===== src/rtl/pll_reset_sequencer.sv =====
// ---------------------------------------------------------------------------
// pll_reset_sequencer
//
// Purpose:
//   Generates a clean downstream reset from a PLL lock indicator. The raw
//   lock signal is synchronised into the PLL output clock domain. It must then
//   stay high for LOCK_STABLE_CYCLES consecutive cycles. After that, sys_reset
//   is held for RESET_HOLD_CYCLES more cycles before it is released. Any loss
//   of lock sends the sequencer back to waiting for lock, with no partial
//   credit. A soft reset request issued while running re-runs only the hold
//   phase.
//
// Parameters:
//   SYNC_STAGES        : synchroniser depth for locked (>= 2)
//   LOCK_STABLE_CYCLES : consecutive lock cycles needed to qualify (>= 1)
//   RESET_HOLD_CYCLES  : cycles sys_reset is held after qualification (>= 1)
//
// Ports:
//   clock_in        in   PLL output clock, the only clock of the block
//   reset           in   asynchronous active-high block reset
//   locked          in   PLL lock indicator (asynchronous to clock_in)
//   soft_reset      in   single-cycle request to re-run the reset hold
//   sys_reset       out  registered active-high downstream reset
//   ready           out  registered, high only in RUN
//   state           out  WAIT_LOCK=0, STABILIZE=1, HOLD_RESET=2, RUN=3
//   lock_loss_count out  saturating count of lock losses seen in RUN
//
// Configuration macro:
//   PLL_RESET_SEQ_LOSS_COUNTER_EN - when defined, builds the lock-loss
//   counter. When undefined, lock_loss_count is tied to zero.
// ---------------------------------------------------------------------------
module pll_reset_sequencer #(
   parameter int SYNC_STAGES        = 2,
   parameter int LOCK_STABLE_CYCLES = 1024,
   parameter int RESET_HOLD_CYCLES  = 16
) (
   input  logic       clock_in,
   input  logic       reset,
   input  logic       locked,
   input  logic       soft_reset,
   output logic       sys_reset,
   output logic       ready,
   output logic [1:0] state,
   output logic [7:0] lock_loss_count
);

   localparam int MAX_CYCLES = (LOCK_STABLE_CYCLES > RESET_HOLD_CYCLES) ?
                               LOCK_STABLE_CYCLES : RESET_HOLD_CYCLES;
   localparam int CNT_W      = (MAX_CYCLES > 1) ? $clog2(MAX_CYCLES) : 1;

   localparam logic [CNT_W-1:0] STABLE_LAST = CNT_W'(LOCK_STABLE_CYCLES - 1);
   localparam logic [CNT_W-1:0] HOLD_LAST   = CNT_W'(RESET_HOLD_CYCLES - 1);

   typedef enum logic [1:0] {
      WAIT_LOCK  = 2'd0,
      STABILIZE  = 2'd1,
      HOLD_RESET = 2'd2,
      RUN        = 2'd3
   } state_t;

   state_t                 cur_state;
   state_t                 next_state;
   logic [CNT_W-1:0]       cnt;
   logic [CNT_W-1:0]       cnt_next;
   logic [SYNC_STAGES-1:0] sync_chain;
   logic                   locked_s;

   // Lock synchroniser; only the final stage is safe to use.
   always_ff @(posedge clock_in or posedge reset) begin
      if (reset) begin
         sync_chain <= '0;
      end else begin
         sync_chain <= {sync_chain[SYNC_STAGES-2:0], locked};
      end
   end

   assign locked_s = sync_chain[SYNC_STAGES-1];

   // Next-state logic. The counter defaults to zero, so it clears on every
   // state change and only advances while a qualification phase continues.
   always_comb begin
      next_state = cur_state;
      cnt_next   = '0;
      case (cur_state)
         WAIT_LOCK: begin
            if (locked_s) next_state = STABILIZE;
         end
         STABILIZE: begin
            if (!locked_s)               next_state = WAIT_LOCK;
            else if (cnt == STABLE_LAST) next_state = HOLD_RESET;
            else                         cnt_next   = cnt + 1'b1;
         end
         HOLD_RESET: begin
            if (!locked_s)             next_state = WAIT_LOCK;
            else if (cnt == HOLD_LAST) next_state = RUN;
            else                       cnt_next   = cnt + 1'b1;
         end
         RUN: begin
            // Lock loss has priority over a simultaneous soft reset request.
            if (!locked_s)       next_state = WAIT_LOCK;
            else if (soft_reset) next_state = HOLD_RESET;
         end
         default: next_state = WAIT_LOCK;
      endcase
   end

   // sys_reset and ready are decoded from next_state so that both change on
   // the same edge as the state register.
   always_ff @(posedge clock_in or posedge reset) begin
      if (reset) begin
         cur_state <= WAIT_LOCK;
         cnt       <= '0;
         sys_reset <= 1'b1;
         ready     <= 1'b0;
      end else begin
         cur_state <= next_state;
         cnt       <= cnt_next;
         sys_reset <= (next_state != RUN);
         ready     <= (next_state == RUN);
      end
   end

   assign state = cur_state;

`ifdef PLL_RESET_SEQ_LOSS_COUNTER_EN
   logic       lock_lost;
   logic [7:0] loss_cnt;

   assign lock_lost = (cur_state == RUN) && !locked_s;

   always_ff @(posedge clock_in or posedge reset) begin
      if (reset) begin
         loss_cnt <= 8'd0;
      end else if (lock_lost && (loss_cnt != 8'hFF)) begin
         loss_cnt <= loss_cnt + 8'd1;
      end
   end

   assign lock_loss_count = loss_cnt;
`else
   assign lock_loss_count = 8'd0;
`endif

endmodule


===== config.mk =====
export PLATFORM = sky130hd
export DESIGN_NAME = pll_reset_sequencer
export DESIGN_NICKNAME = d
export VERILOG_FILES = /design/src/rtl/pll_reset_sequencer.sv
export SDC_FILE = /design/constraint.sdc
export NUM_CORES = 1
export LEC_CHECK = 0
export CAP_MARGIN = 30
export CORE_AREA = 2 2 58 60
export CTS_CLUSTER_DIAMETER = 120
export CTS_CLUSTER_SIZE = 40
export DETAILED_ROUTE_END_ITERATION = 16
export DIE_AREA = 0 0 60 62
export PLACE_DENSITY = 0.49
export SYNTH_ARGS = -nofsm -noshare
export SYNTH_HDL_FRONTEND = slang
export SYNTH_SLANG_ARGS = --single-unit

===== constraint.sdc =====
create_clock -name clock_in -period 1.95 [get_ports clock_in]
set_input_delay 0.4875 -clock clock_in [delete_from_list [all_inputs] [get_ports clock_in]]
set_output_delay 0.4875 -clock clock_in [all_outputs]
set_load 0.02 [all_outputs]

=== Word level (Yosys, flattened, before mapping) ===
Index checks and enable logic that the tools add are counted.

* Flip-flop bits (word level): 16
* Input bits: 4
* Output and inout bits: 12
* Logic and storage cells: 27

* Add/subtract/negate cells: 1
* Eq/ne operators: 7
* Muxes and demuxes: 13
* Reduce and logical (&&, ||, !) cells: 1

{| class="wikitable"
|+ Operators by type and width
! operator !! number
|-
| $mux 10 || 4
|-
| $pmux 10 s2 || 1
|-
| $mux 2 || 7
|-
| $add 10x1->10 const B || 1
|-
| $eq 10x10->1 const B || 1
|-
| $eq 10x4->1 const B || 1
|-
| $pmux 2 s4 || 1
|-
| $eq 2x2->1 const B || 3
|-
| $eq 2x1->1 const B || 1
|-
| $logic_not 2->1 || 1
|-
| $ne 2x2->1 const B || 1
|}

=== Depth between registers and ports, before layout ===
Gate-level depths: netlist of the first run.

* Word-level depth: 5
* Gate-level depth with buffers: 6
* Gate-level depth less buffers: 6

=== Worst setup path before layout of the first run ===
No wires, ideal clock.

* Path kind: reg2reg
* From: register cur_state[0], in the netlist state[0]
* To: register ready
* Setup time: 0.128 ns
* Data arrival time: 1.591 ns
* Setup slack: 0.231 ns
* Stages on the path, launching flop included: 7
* Period minus slack after synthesis: 1.719 ns
* Cells stage by stage: dfrtp_1 -> inv_1 -> ha_1 -> nand2_1 -> and4bb_2 -> a211o_1 -> a21boi_1

* Word-level cells in the longest chain between the ends: 4
* Elaborated cells on any way between the ends: 13

{| class="wikitable"
|+ Ends and longest elaborated chain
! what !! RTL line !! RTL
|-
| start, declared || 61 || <nowiki>state_t cur_state;</nowiki>
|-
| start signal, assigned || 116 || <nowiki>cur_state <= next_state;</nowiki>
|-
| $mux 2 (on tied branches) || 101, 90, 95 ||
|-
| $mux 2 (on tied branches) || 100, 89, 94 ||
|-
| $pmux 2 s4 (*) || 84 || <nowiki>case (cur_state)</nowiki>
|-
| via next_state[0] || 62 || <nowiki>state_t next_state;</nowiki>
|-
| $eq 2x2->1 (*) || 119 || <nowiki>ready <= (next_state == RUN);</nowiki>
|-
| end signal, assigned || 119 ||
|-
| end, declared || 42 || <nowiki>output logic ready,</nowiki>
|}

Mark *: on every way through the listed nets, which the timed path passes. The rest lies on a longest branch.

=== Worst setup path after layout of the first run ===
* From: register sys_reset
* To: output port sys_reset

{| class="wikitable"
|+ RTL lines
! what !! RTL line !! RTL
|-
| start, declared || 41 || <nowiki>output logic sys_reset,</nowiki>
|-
| start signal, assigned || 118 || <nowiki>sys_reset <= (next_state != RUN);</nowiki>
|}

No word-level cell between the ends.

==> impl_metrics.csv, run 1 <==
group,metric,value,unit
global_routing,grt_max_degree,17,
synth,yosys.area_share.simple,22.4,%
floorplanning,num_rows,21,
synth,syn_area,938,um2
sta,fin_setup_tns,0,ps
sta,final_max_slew_viol_count,0,
clock_tree,hold_buffers,0,
synth,synth_xor_area_share,6.53,%
place,hpwl,1220,um
sta,fin_ws,83.9,ps
route,drc_errors,0,
worst_setup_path,worst_r2r_startpoint,"state[0]$_DFF_PP0_",
global_routing,antenna_found_initial,0,
outcome,outcome,"finished clean",
floorplanning,die-width,60,um
pwr,p_per_area,811,nW/um2
synth,synth_mux_area_share,0,%
sta,finalCriticalPeriod,1870,ps
route,dr_total_vias,662,
floorplanning,die_area,3720,um2
hold_path,worstHoldPathType,"flop to flop",
global_routing,grt_pass1_wl,2730,um
sta,clock_skew,13.7,ps
place,routabilityCongestion,0.792,
worst_setup_path,crit_chain,"clkdlybuf4s50_1",
layout,post_route_cells_drive_above_1_share,8.65,%
synth,synth_area_leaders,"dfrtp_1 40%, ha_1 6.7%, buf_4 6.4%, a21oi_1 4.3%, nor2_1 4.0%",
place,dp.cells,146,
floorplanning,start_util,29.5,%
sta,tightest_slew,626,ps
worst_setup_path,critPathLaunch,"sys_reset$_DFF_PP1_",
worst_setup_path,setup.worst_path.end_class,"primary output",
clock_tree,cts_setup_buffers,0,
synth,synth_ff_type,"dfrtp_1",
worst_setup_path,start_kind,"flop",
synth,synth_top_cell_by_area,"dfrtp_1",
global_routing,grt.overflow.total,0,
synth,synth_compound_area_share,11.7,%
worst_setup_path,worstPathRequired,1460,ps
worst_setup_path,reg2reg_slack,230,ps
clock_tree,ctsLongestPathBuffers,2,
floorplanning,coreArea,3180,um2
synth,yosysUniqueCellTypes,30,
sta,timing.fmax,536,MHz
worst_setup_path,reg2reg_depth,6,
pwr,leakagePower,0.464,nW
synth,yosys-top-cells-count,"15 x dfrtp_1, 10 x nor2_1, 8 x a21oi_1, 8 x buf_4, 6 x nand2_1",
layout,area_growth_syn_to_layout,12.1,%
sta,rsz0062_at_grt,"no",
worst_setup_path,cp_top_family,"buffers and inverters",
hold_path,whs_path_depth,0,
global_routing,gr-usage-all-layers,10.0,%
synth,synth_fa_ha_area_share,6.67,%
synth,synth.avg_cell_area,9.78,um2
worst_setup_path,cp.arrival,1380,ps
synth,synth_cells,96,
route,drt-vias-per-instance,4.41,
synth,synth_top_family_by_area,"simple AND/OR/NAND/NOR gates",
clock_tree,htree_levels,1,
layout,layoutNonFillerInstCount,150,
clock_tree,clkTransAtPathRegs,80,ps
pwr,vdd_drop_max,0.398,mV
hold_path,hold-path-endpoint,"sync_chain[1]$_DFF_PP0_",
clock_tree,cts_buffers,3,
route,routed_wl,1680,um
place,placement.io_buffers,7,
worst_setup_path,crit_path_max_incr_delay,590,ps
clock_tree,clockRootBuffer,"clkbuf_4",
route,drtPass1Iterations,4,
job,cap_violations,0,
synth,synthArstFlopShare,100,%
worst_setup_path,rr_endpoint,"ready$_DFF_PP0_",
clock_tree,clock_latency,280,ps
worst_setup_path,cp_num_buf_inv,1,
clock_tree,ctsResizeCount,0,
sta,post-route-period-util,95.7,%
sta,maxSlewHeadroom,58.2,%
clock_tree,clock-sinks,16,
hold_path,hold_start,"sync_chain[0]$_DFF_PP0_",
route,wl_per_cell,11.2,um
synth,yosysSeqAreaShare,42.8,%
worst_setup_path,crit_type,"flop to primary output",
place,dp_slack,233,ps
route,drtIter0Drc,10,
sta,finalHoldViolCount,0,
sta,holdWs,358,ps
synth,synth_edf_count,0,
synth,ys_ff_latch,16,
layout,layout.nets,114,
floorplanning,io_pins,16,
clock_tree,tritoncts,"done",
worst_setup_path,cp_max_fo,1,
synth,synth_warnings,0,
layout,n_antenna_cell,0,
synth,synth_top_area_share,40.0,%
floorplanning,die_h,62,um
global_routing,grt_pass1_vias,599,
route,detail-route-antenna-nets,0,
synth,post-synth-top-count-cell,"dfrtp_1",
sta,finalSetupViolCount,0,
worst_setup_path,crit_slowest_cell,"clkdlybuf4s50_1",
-- worst max path at each step --
stage                     slack [ps]  cells after the start               end
final                             80                      1         sys_reset
after global routing              10                      1         sys_reset
after CTS                         60                      1         sys_reset
after detailed placement         230                      5  cnt[7]$_DFF_PP0_
after global placement           230                      5  cnt[3]$_DFF_PP0_
after floorplan                  230                      6   ready$_DFF_PP0_
-- through the flow --
stage / area, um2 / utilization, % / total power [mW]
2_1_floorplan: 965 / - / 0.606
3_3_place_gp: 1030 / 32.3 / 0.687
3_5_place_dp: 1030 / 32.3 / 0.684
4_1_cts: 1050 / 33.1 / 0.870
5_1_grt: 1050 / 33.1 / 0.922
6_report: 1050 / 33.1 / 0.854
-- where the power goes --
group          internal (mW)  switching [mW]  leakage (nW)
logic                  0.119           0.164         0.237
clock network         0.0792           0.101        0.0150
registers              0.359          0.0324         0.212
total                  0.556           0.297         0.464
-- layout by cell type, fill, tap and decap left out, drive strengths merged, types with 2 or more instances in the layout --
cell / n
nand3: 5
nor2: 10
ha: 5
xnor2: 3
conb: 8
dfrtp: 15
clkdlybuf4s50: 7
xor2: 4
clkbuf: 4
a21oi: 8
inv: 4
and4: 2
and4b: 2
and3: 3
nor3: 2
nand4: 3
a211o: 2
nand2: 6
-- logic make-up after synthesis --
group	count (synthesis)
xor gates and xnor gates	7
other	1
buffers and inverters	15
adders and majority gates	5
AOI/OAI and AO/OA	15
DFF	16
and+or+nand+nor	37
-- metal layers --
| layer | GRT usage, % | vias to the layer above | wire length [um] |
|---|---|---|---|
| met1 | 14.2 | 317 | 867 |
| met4 | 5.71 | 0 | 24 |
| li1 | - | 333 | - |
| met5 | 0 | - | 0 |
| met2 | 14.4 | 10 | 749 |
| met3 | 1.86 | 2 | 44 |
-- registers in the layout, indices dropped and copies added, names as in the netlist --
signal / flops
state: 2
sync_chain: 2
cnt: 10
sys_reset: 1
ready: 1
-- cell type report --
type	instances	area (um2)
repair buffers	8	77.6
well taps	46	57.6
flip-flops and latches	16	402
clock buffers	4	26.3
fillers	325	2130
inverters	4	15.0
multi-input cells	72	474
(Power assumes the default switching activity.)
==> run 2, diff against run 1 <==
--- a/config.mk
+++ b/config.mk
@@ -6,12 +6,12 @@
 export NUM_CORES = 1
 export LEC_CHECK = 0
 export CAP_MARGIN = 30
-export CORE_AREA = 2 2 58 60
+export CORE_AREA = 2 2 49 51
 export CTS_CLUSTER_DIAMETER = 120
 export CTS_CLUSTER_SIZE = 40
 export DETAILED_ROUTE_END_ITERATION = 16
-export DIE_AREA = 0 0 60 62
-export PLACE_DENSITY = 0.49
+export DIE_AREA = 0 0 51 53
+export PLACE_DENSITY = 0.65
 export SYNTH_ARGS = -nofsm -noshare
 export SYNTH_HDL_FRONTEND = slang
 export SYNTH_SLANG_ARGS = --single-unit
==> run 2 against run 1 <==
Against the previous run:
- cell area shrank 2.9%
- critical path depth stayed put
- register-to-register slack worse by 20 ps
- critical endpoint unchanged
- largest cell class unchanged
==> impl_metrics.csv, run 2 (synthesized netlist as in run 1, its figures left out) <==
group,metric,value,unit
global_routing,grt_pass1_vias,578,
floorplanning,die_area,2700,um2
clock_tree,tritoncts,"done",
worst_setup_path,setup.worst_path.end_class,"primary output",
sta,finalCriticalPeriod,1870,ps
pwr,vdd_drop_max,0.554,mV
layout,largest_reg_flops,10,
worst_setup_path,cp.arrival,1380,ps
global_routing,antenna_found_initial,0,
hold_path,whs_path_depth,0,
clock_tree,clock_latency,280,ps
clock_tree,clockRootBuffer,"clkbuf_4",
layout,fin_area,1020,um2
floorplanning,die_h,53,um
global_routing,grt.overflow.total,0,
sta,fin_setup_tns,0,ps
clock_tree,clkTransAtPathRegs,80,ps
clock_tree,cts_buffers,3,
layout,post_route_cells_drive_above_1_share,7.77,%
route,dr_total_vias,661,
layout,layout_commonest_cell,"dfrtp_1",
place,hpwl,1110,um
sta,final_max_slew_viol_count,0,
sta,tightest_slew,605,ps
pwr,leakagePower,0.459,nW
layout,regMostFlops,"cnt",
route,detail-route-antenna-nets,0,
worst_setup_path,start_kind,"flop",
place,routabilityCongestion,0.752,
layout,final_cell_mix,"15 x dfrtp_1, 10 x nor2_1, 8 x a21oi_1, 8 x conb_1, 7 x clkdlybuf4s50_1",
route,drtIter0Drc,11,
worst_setup_path,cp_top_family,"buffers and inverters",
worst_setup_path,critPathLaunch,"sys_reset$_DFF_PP1_",
clock_tree,hold_buffers,0,
worst_setup_path,cp_max_fo,1,
worst_setup_path,crit_slowest_cell,"clkdlybuf4s50_1",
clock_tree,htree_levels,1,
layout,n_antenna_cell,0,
worst_setup_path,worstPathRequired,1460,ps
layout,area_growth_syn_to_layout,8.93,%
sta,finalSetupViolCount,0,
job,cap_violations,0,
clock_tree,ctsResizeCount,0,
sta,post-route-period-util,95.8,%
clock_tree,ctsLongestPathBuffers,2,
layout,nFillCells,207,
worst_setup_path,cp_num_buf_inv,1,
floorplanning,die-width,51,um
sta,maxSlewHeadroom,59.6,%
clock_tree,clock-sinks,16,
worst_setup_path,reg2reg_depth,6,
floorplanning,num_rows,17,
worst_setup_path,crit_chain,"clkdlybuf4s50_1",
global_routing,grt_pass1_wl,2540,um
sta,timing.fmax,535,MHz
floorplanning,coreArea,2150,um2
place,dpl_cell_area,996,um2
sta,finalHoldViolCount,0,
pwr,p_per_area,809,nW/um2
route,wl_per_cell,11.3,um
global_routing,grt_max_degree,17,
route,drtPass1Iterations,4,
worst_setup_path,worst_r2r_startpoint,"state[0]$_DFF_PP0_",
sta,clock_skew,11.0,ps
route,drc_errors,0,
worst_setup_path,crit_type,"flop to primary output",
hold_path,hold_start,"sync_chain[0]$_DFF_PP0_",
worst_setup_path,crit_path_max_incr_delay,590,ps
sta,rsz0062_at_grt,"no",
clock_tree,cts_setup_buffers,0,
worst_setup_path,worst-path-stages,1,
hold_path,worstHoldPathType,"flop to flop",
route,routed_wl,1480,um
layout,layout.nets,113,
place,placement.io_buffers,7,
floorplanning,io_pins,16,
global_routing,gr-usage-all-layers,12.7,%
floorplanning,start_util,43.7,%
route,drt-vias-per-instance,5.05,
layout,finish.utilization,47.6,%
outcome,outcome,"finished clean",
-- run 2: changes by cell type in the layout (fill, tap and decap cells not counted) --
cell   delta
buf_4     -1
-- run 2: stage by stage --
stage	setup WS [ps]	cells	power [mW]	hold slack, ps
after floorplan	231	103	0.606	331
after global placement	254	127	0.654	335
after detailed placement	231	127	0.658	339
after CTS	64.8	131	0.839	359
after global routing	43.8	131	0.886	366
final	82.2	131	0.827	356
-- run 2: cell type report --
class	instances	area, um2	share of cell area, %
tap	28	35.0	3.43
multi-input combinational	72	474	46.4
inverter	4	15.0	1.47
sequential	16	402	39.3
clock buffer	4	26.3	2.57
timing repair buffer	7	70.1	6.85
-- run 2: routing by layer --
metal  share of wire, %  global-route usage, %  vias to the layer above  wire length (um)
li1                   -                      -                      332                 -
met1                 50                   18.2                      308               740
met2                 44                   18.4                       19               652
met3                5.0                   2.54                        2                74
met4               0.81                   5.41                        0                12
met5                  0                      0                        -                 0
-- run 2: path summary, 6_finish.rpt --
| path | to | slack, ps |
|---|---|---|
| worst max-delay path | sys_reset | 80 |
| worst max register to register | sys_reset$_DFF_PP1_ | 210 |
| max in group asynchronous | state[0]$_DFF_PP0_ | 980 |
| min in group asynchronous | cnt[8]$_DFF_PP0_ | 570 |
| worst min register to register | sync_chain[1]$_DFF_PP0_ | 360 |
| worst min-delay path | sync_chain[1]$_DFF_PP0_ | 360 |
-- run 2: power breakdown --
part	switching, mW	internal [mW]	total (mW)
Clock	0.0960	0.0792	0.175
Sequential	0.0304	0.359	0.389
Combinational	0.156	0.107	0.263
